### src/rtl/s3g_uart_tx_if.sv
// Byte write interface between the S3G packet framer (master) and the UART transmitter (slave).
// tx_wr is a one-cycle strobe with no ready. busy high means a new write is held behind the current frame, or dropped if the hold register is already full.
interface s3g_uart_tx_if;
  logic [7:0] tx_data;
  logic       tx_wr;
  logic       tx_done;
  logic       busy;
  logic       overrun;

  modport master (output tx_data, output tx_wr, input tx_done, input busy, input overrun);
  modport slave  (input tx_data, input tx_wr, output tx_done, output busy, output overrun);
endinterface

### src/rtl/s3g_uart_tx.sv
// 8N1/8N2 UART transmitter with a one-byte holding register for back-to-back frames.
// Define S3G_UART_TX_PARITY_EN to insert an even-parity bit between the MSB and the stop bits.
module s3g_uart_tx #(
  parameter int CLK_DIV   = 434,
  parameter int STOP_BITS = 1
) (
  input  logic              clk,
  input  logic              rst,
  s3g_uart_tx_if.slave      bus,
  output logic              txd,
  output logic [2:0]        dbg_state
);

  typedef enum logic [2:0] {
    ST_IDLE,
    ST_START,
    ST_DATA,
`ifdef S3G_UART_TX_PARITY_EN
    ST_PARITY,
`endif
    ST_STOP
  } state_t;

  localparam logic [15:0] DIV_M1    = 16'(CLK_DIV - 1);
  localparam logic [2:0]  LAST_STOP = 3'(STOP_BITS - 1);

  state_t      state_q, state_d;
  logic [15:0] baud_q, baud_d;
  logic [2:0]  bit_q, bit_d;
  logic [7:0]  shift_q, shift_d;
  logic [7:0]  hold_q, hold_d;
  logic        hold_valid_q, hold_valid_d;
  logic        txd_q, txd_d;
  logic        done_q, done_d;
  logic        busy_q, busy_d;
  logic        overrun_q, overrun_d;
`ifdef S3G_UART_TX_PARITY_EN
  logic        par_q, par_d;
`endif

  logic        bit_end;
  logic        stop_end;
  logic        load_en;
  logic [7:0]  load_byte;

  assign bit_end = (baud_q == DIV_M1);

  always_comb begin
    state_d      = state_q;
    baud_d       = baud_q;
    bit_d        = bit_q;
    shift_d      = shift_q;
    hold_d       = hold_q;
    hold_valid_d = hold_valid_q;
    overrun_d    = overrun_q;
    done_d       = 1'b0;
    stop_end     = 1'b0;
    load_en      = 1'b0;
    load_byte    = bus.tx_data;
`ifdef S3G_UART_TX_PARITY_EN
    par_d        = par_q;
`endif

    if (state_q != ST_IDLE) baud_d = bit_end ? 16'd0 : baud_q + 16'd1;

    case (state_q)
      ST_IDLE: begin
        baud_d = 16'd0;
        if (bus.tx_wr) load_en = 1'b1;
      end
      ST_START: begin
        if (bit_end) begin
          state_d = ST_DATA;
          bit_d   = 3'd0;
        end
      end
      ST_DATA: begin
        if (bit_end) begin
          shift_d = {1'b0, shift_q[7:1]};
          if (bit_q == 3'd7) begin
            bit_d = 3'd0;
`ifdef S3G_UART_TX_PARITY_EN
            state_d = ST_PARITY;
`else
            state_d = ST_STOP;
`endif
          end else begin
            bit_d = bit_q + 3'd1;
          end
        end
      end
`ifdef S3G_UART_TX_PARITY_EN
      ST_PARITY: begin
        if (bit_end) begin
          state_d = ST_STOP;
          bit_d   = 3'd0;
        end
      end
`endif
      ST_STOP: begin
        if (bit_end) begin
          if (bit_q == LAST_STOP) stop_end = 1'b1;
          else                    bit_d = bit_q + 3'd1;
        end
      end
      default: state_d = ST_IDLE;
    endcase

    // A write landing on the stop-end edge chains straight into the next frame when the hold is empty.
    if (stop_end) begin
      done_d = 1'b1;
      if (hold_valid_q) begin
        load_en      = 1'b1;
        load_byte    = hold_q;
        hold_valid_d = 1'b0;
        if (bus.tx_wr) overrun_d = 1'b1;
      end else if (bus.tx_wr) begin
        load_en = 1'b1;
      end else begin
        state_d = ST_IDLE;
        bit_d   = 3'd0;
      end
    end else if ((state_q != ST_IDLE) && bus.tx_wr) begin
      if (hold_valid_q) begin
        overrun_d = 1'b1;
      end else begin
        hold_d       = bus.tx_data;
        hold_valid_d = 1'b1;
      end
    end

    if (load_en) begin
      state_d = ST_START;
      baud_d  = 16'd0;
      bit_d   = 3'd0;
      shift_d = load_byte;
`ifdef S3G_UART_TX_PARITY_EN
      par_d   = ^load_byte;
`endif
    end

    // txd is registered, so it is computed from the state being entered.
    case (state_d)
      ST_START:  txd_d = 1'b0;
      ST_DATA:   txd_d = shift_d[0];
`ifdef S3G_UART_TX_PARITY_EN
      ST_PARITY: txd_d = par_d;
`endif
      default:   txd_d = 1'b1;
    endcase

    busy_d = (state_d != ST_IDLE) || hold_valid_d;
  end

  always_ff @(posedge clk) begin
    if (rst) begin
      state_q      <= ST_IDLE;
      baud_q       <= 16'd0;
      bit_q        <= 3'd0;
      shift_q      <= 8'd0;
      hold_q       <= 8'd0;
      hold_valid_q <= 1'b0;
      txd_q        <= 1'b1;
      done_q       <= 1'b0;
      busy_q       <= 1'b0;
      overrun_q    <= 1'b0;
`ifdef S3G_UART_TX_PARITY_EN
      par_q        <= 1'b0;
`endif
    end else begin
      state_q      <= state_d;
      baud_q       <= baud_d;
      bit_q        <= bit_d;
      shift_q      <= shift_d;
      hold_q       <= hold_d;
      hold_valid_q <= hold_valid_d;
      txd_q        <= txd_d;
      done_q       <= done_d;
      busy_q       <= busy_d;
      overrun_q    <= overrun_d;
`ifdef S3G_UART_TX_PARITY_EN
      par_q        <= par_d;
`endif
    end
  end

  assign txd         = txd_q;
  assign bus.tx_done = done_q;
  assign bus.busy    = busy_q;
  assign bus.overrun = overrun_q;
  assign dbg_state   = state_q;

endmodule
### src/flat_wrapper.sv
// flat-port wrapper written by rule: the top's interface ports become plain ports
module s3g_uart_tx_flat 
#(
  parameter int CLK_DIV   = 434,
  parameter int STOP_BITS = 1
)
  (clk, rst, txd, dbg_state, bus_tx_data, bus_tx_wr, bus_tx_done, bus_busy, bus_overrun);
  s3g_uart_tx_if bus_i ();
  input  logic clk;
  input  logic rst;
  output logic txd;
  output logic [2:0] dbg_state;
  input wire logic [$bits(bus_i.tx_data)-1:0] bus_tx_data;
  input wire logic [$bits(bus_i.tx_wr)-1:0] bus_tx_wr;
  output wire logic [$bits(bus_i.tx_done)-1:0] bus_tx_done;
  output wire logic [$bits(bus_i.busy)-1:0] bus_busy;
  output wire logic [$bits(bus_i.overrun)-1:0] bus_overrun;
  assign bus_i.tx_data = bus_tx_data;
  assign bus_i.tx_wr = bus_tx_wr;
  assign bus_tx_done = bus_i.tx_done;
  assign bus_busy = bus_i.busy;
  assign bus_overrun = bus_i.overrun;
  s3g_uart_tx #(.CLK_DIV(CLK_DIV), .STOP_BITS(STOP_BITS)) u_core (.clk(clk), .rst(rst), .bus(bus_i), .txd(txd), .dbg_state(dbg_state));
endmodule
### config.mk
export PLATFORM = sky130hd
export DESIGN_NAME = s3g_uart_tx_flat
export DESIGN_NICKNAME = d
export VERILOG_FILES = /design/src/rtl/s3g_uart_tx_if.sv /design/src/rtl/s3g_uart_tx.sv /design/src/flat_wrapper.sv
export SDC_FILE = /design/constraint.sdc
export NUM_CORES = 1
export LEC_CHECK = 0
export ABC_CLOCK_PERIOD_IN_PS = 2390
export BUFFER_PORTS_ARGS = -buffer_cell sky130_fd_sc_hd__buf_2
export CORE_MARGIN = 4
export CORE_UTILIZATION = 50
export CTS_CLUSTER_DIAMETER = 50
export DETAILED_ROUTE_END_ITERATION = 8
export GPL_TIMING_DRIVEN = 0
export PLACE_DENSITY = 0.78
export SLEW_MARGIN = 20
export SYNTH_ARGS = -nofsm -noshare
export SYNTH_HDL_FRONTEND = slang
export SYNTH_SLANG_ARGS = --single-unit
### constraint.sdc
create_clock -name clk -period 2.39 [get_ports clk]
set_input_delay 0.239 -clock clk [delete_from_list [all_inputs] [get_ports clk]]
set_output_delay 0.239 -clock clk [all_outputs]
set_load 0.02 [all_outputs]
==> out/metrics.cfg <==
[yosys]
synth_common_cells = 43 x dfxtp_1, 29 x nor2_1, 15 x a21oi_1
ys_seq_elements = 43
yosys-top-cells-area = dfxtp_1 40%, mux2i_1 6.5%, nor2_1 5.0%, a21oi_1 3.5%, ha_1 2.9%
synthDistinctLibCells = 54
synth_fp_nets = 260
yosys_warnings = 0
synth_enable_flop_cells = 0
yosysMostFrequentCell = dfxtp_1
syn_avg_cell_area_um2 = 8.90
synth_top_flop_cell = dfxtp_1
synth_top_area_cell = dfxtp_1
synth_area_um2 = 2170
syn_inst = 244
netlist.area_leader.share_pct = 39.6
seq_area_frac_synth_pct = 39.6
synthArstFlopShare_pct = 0

[placed_design]
gp_congestion = 0.781
pre_cts_ws_ns = -0.0404
placed_cells = 311
io_buffer_count = 17
place_hpwl_mm = 3.36

[die]
start_util_pct = 53.2
core_area_um2 = 4090
die_y_um = 73.9
io_pins = 18
num_rows = 23
die_w_um = 73.9
dieArea_um2 = 5460

[drt]
wirelength_mm = 4.59
first_pass_iters = 4
vias = 1862
ant_nets = 0
wl_per_cell_um = 14.2
viasPerCell = 5.75
drc = 0
drt_iter0_markers = 114

[final_layout]
fin_util_pct = 60.2
instances_no_fill = 324
drive_above_1_share_pct = 19.7
antennaDiodeCount = 0
nets = 289
syn2layout_area_growth_pct = 13.2

[setup_path]
r2r_setup_slack_ns = 0.18
start_kind = register
worstSetupEndpoint = u_core.shift_q[0]$_SDFF_PP0_
r2r_cells = 6
critPathArrivalTime_ns = 2.41
endpoint_kind = register
path_class = reg -> reg
timing.rr.end = u_core.shift_q[0]$_SDFF_PP0_
cp.required_ns = 2.59
critPathLaunch = u_core.baud_q[11]$_SDFFE_PP0N_
path_max_fanout = 8
r2r-start = u_core.baud_q[11]$_SDFFE_PP0N_

[timing]
relSlewSlack_pct = 60.5
finalCritPeriodShare_pct = 92.6
timing.fmax_ghz = 0.452
whs_ns = 0.185
skew_ns = 0.00489
drv_slew = 0
worst_slew_pin_slew_ns = 0.593
setup_ws_ns = 0.177
rsz0062_at_grt = no
period_minus_slack_ns = 2.21
final-hold-violation-count = 0
final-setup-viol-count = 0

[clock_tree]
clockBufferDepth = 2
clock_latency_ns = 0.30
htreeDepth = 2
clock-sinks = 43
path_clk_slew_ns = 0.08
hold_buffers = 0
cts_buffers = 5
cts_tree = built
clockRootBuffer = clkbuf_8

[global_route]
grt_max_degree = 14
grt_pass1_wl_mm = 7.96
antenna_found_initial = 0
grt_use_total_pct = 18.5
grt_pass1_vias = 1797
grt_overflow_total = 0

[power_and_ir_drop]
finalPower_uw = 1340
peakVddDrop_mv = 0.245
leakagePower_uw = 0.000952
powerDensity_nw_per_um2 = 546

[run]
drv_cap = 0

[outcome]
outcome = complete, no violations

[worst_hold_path]
min_path_type = in -> reg

## cells by family after synthesis
group	synth area share [%]
flip-flops	39.6
other	0.173
AO/OA/AOI/OAI	16.2
buffers and inverters	4.84
multiplexers	8.01
AND/OR/NAND/NOR	25.8
XOR/XNOR	2.42
adder cells (fa/ha/maj)	2.88
## cell usage in the layout, fill, tap and decap left out, types with 2 or more instances in the layout
master / n
mux2i_1: 14
buf_4: 5
a21o_1: 2
or4_1: 3
nand2_1: 13
a21oi_1: 15
nand2b_1: 4
o21ai_0: 8
or3_1: 8
or4_4: 2
nor4_1: 4
and4_1: 2
nand3_1: 5
mux2_2: 2
nor3_1: 11
o221ai_1: 6
o22ai_1: 3
a31oi_1: 5
buf_2: 19
o31ai_1: 2
ha_1: 5
xor2_1: 2
clkbuf_1: 6
nor2_1: 29
nand4_1: 3
and2_2: 2
xnor2_1: 4
dfxtp_1: 42
clkbuf_8: 7
inv_1: 10
a31o_2: 2
and3_1: 2
## routing by layer
layer / part of all wire [%] / global-route usage (%) / vias to the layer above
met3: 4.8 / 4.51 / 7
met4: 1.2 / 5.84 / 0
met1: 45 / 23.1 / 861
li1: - / - / 954
met5: 0 / 0 / -
met2: 49 / 31.4 / 40
## report_power, final
group / internal (uW) / switching (uW)
logic: 53.6 / 74.8
registers: 741 / 17.9
clock network: 204 / 251
total: 999 / 344
## metrics by stage
step	instance area, um2	TNS (ns)
floorplan	2170	0
finish	2460	0
detailed placement	2320	-0.0404
global route	2460	0
global placement	2320	-0.0357
CTS	2420	0
## worst max-delay path: stages (launching register included)
cell     delay [ns]
dfxtp_1        0.36
nor4_1         0.50
nand4_2        0.19
or3_1          0.36
buf_2          0.18
mux2_1         0.33
a22o_1         0.20
## final cells by class
| type | instances | area, um2 |
|---|---|---|
| Fill cell | 374 | 1630 |
| Multi-Input combinational cell | 181 | 1220 |
| Sequential cell | 43 | 862 |
| Timing Repair Buffer | 22 | 123 |
| Clock buffer | 6 | 72.6 |
| Buffer | 10 | 67.6 |
| Tap cell | 50 | 62.6 |
| Inverter | 10 | 37.5 |
| Clock inverter | 2 | 12.5 |
## worst min-delay path by stage
| stage | start | endpoint | slack [ns] | cells past startpoint |
|---|---|---|---|---|
| 2_1_floorplan | bus_tx_data[0] | u_core.hold_q[0]$_SDFFE_PP0P_ | 0.38 | 2 |
| 3_3_place_gp | u_core.baud_q[0]$_SDFFE_PP0N_ | u_core.baud_q[0]$_SDFFE_PP0N_ | 0.47 | 1 |
| 3_5_place_dp | u_core.baud_q[0]$_SDFFE_PP0N_ | u_core.baud_q[0]$_SDFFE_PP0N_ | 0.48 | 1 |
| 4_1_cts | bus_tx_data[2] | u_core.hold_q[2]$_SDFFE_PP0P_ | 0.17 | 3 |
| 5_1_grt | bus_tx_data[7] | u_core.shift_q[7]$_SDFFE_PP0P_ | 0.20 | 3 |
| 6_report | bus_tx_data[0] | u_core.hold_q[0]$_SDFFE_PP0P_ | 0.19 | 3 |
## registers in the layout (all words and copies together) (netlist names)
register	count
u_core.baud_q	16
u_core.hold_q	8
u_core.shift_q	8
u_core.bit_q	3
u_core.dbg_state	3
u_core.bus.busy	1
u_core.bus.overrun	1
u_core.bus.tx_done	1
u_core.hold_valid_q	1
u_core.txd	1
## what timing repair did
action	4_1_cts	5_1_grt
endpoints found under the setup margin	1	14
pin swaps	1	2
resized for setup	1	3
buffers inserted	1	4
Note: power is estimated with default switching activity, not from simulation.
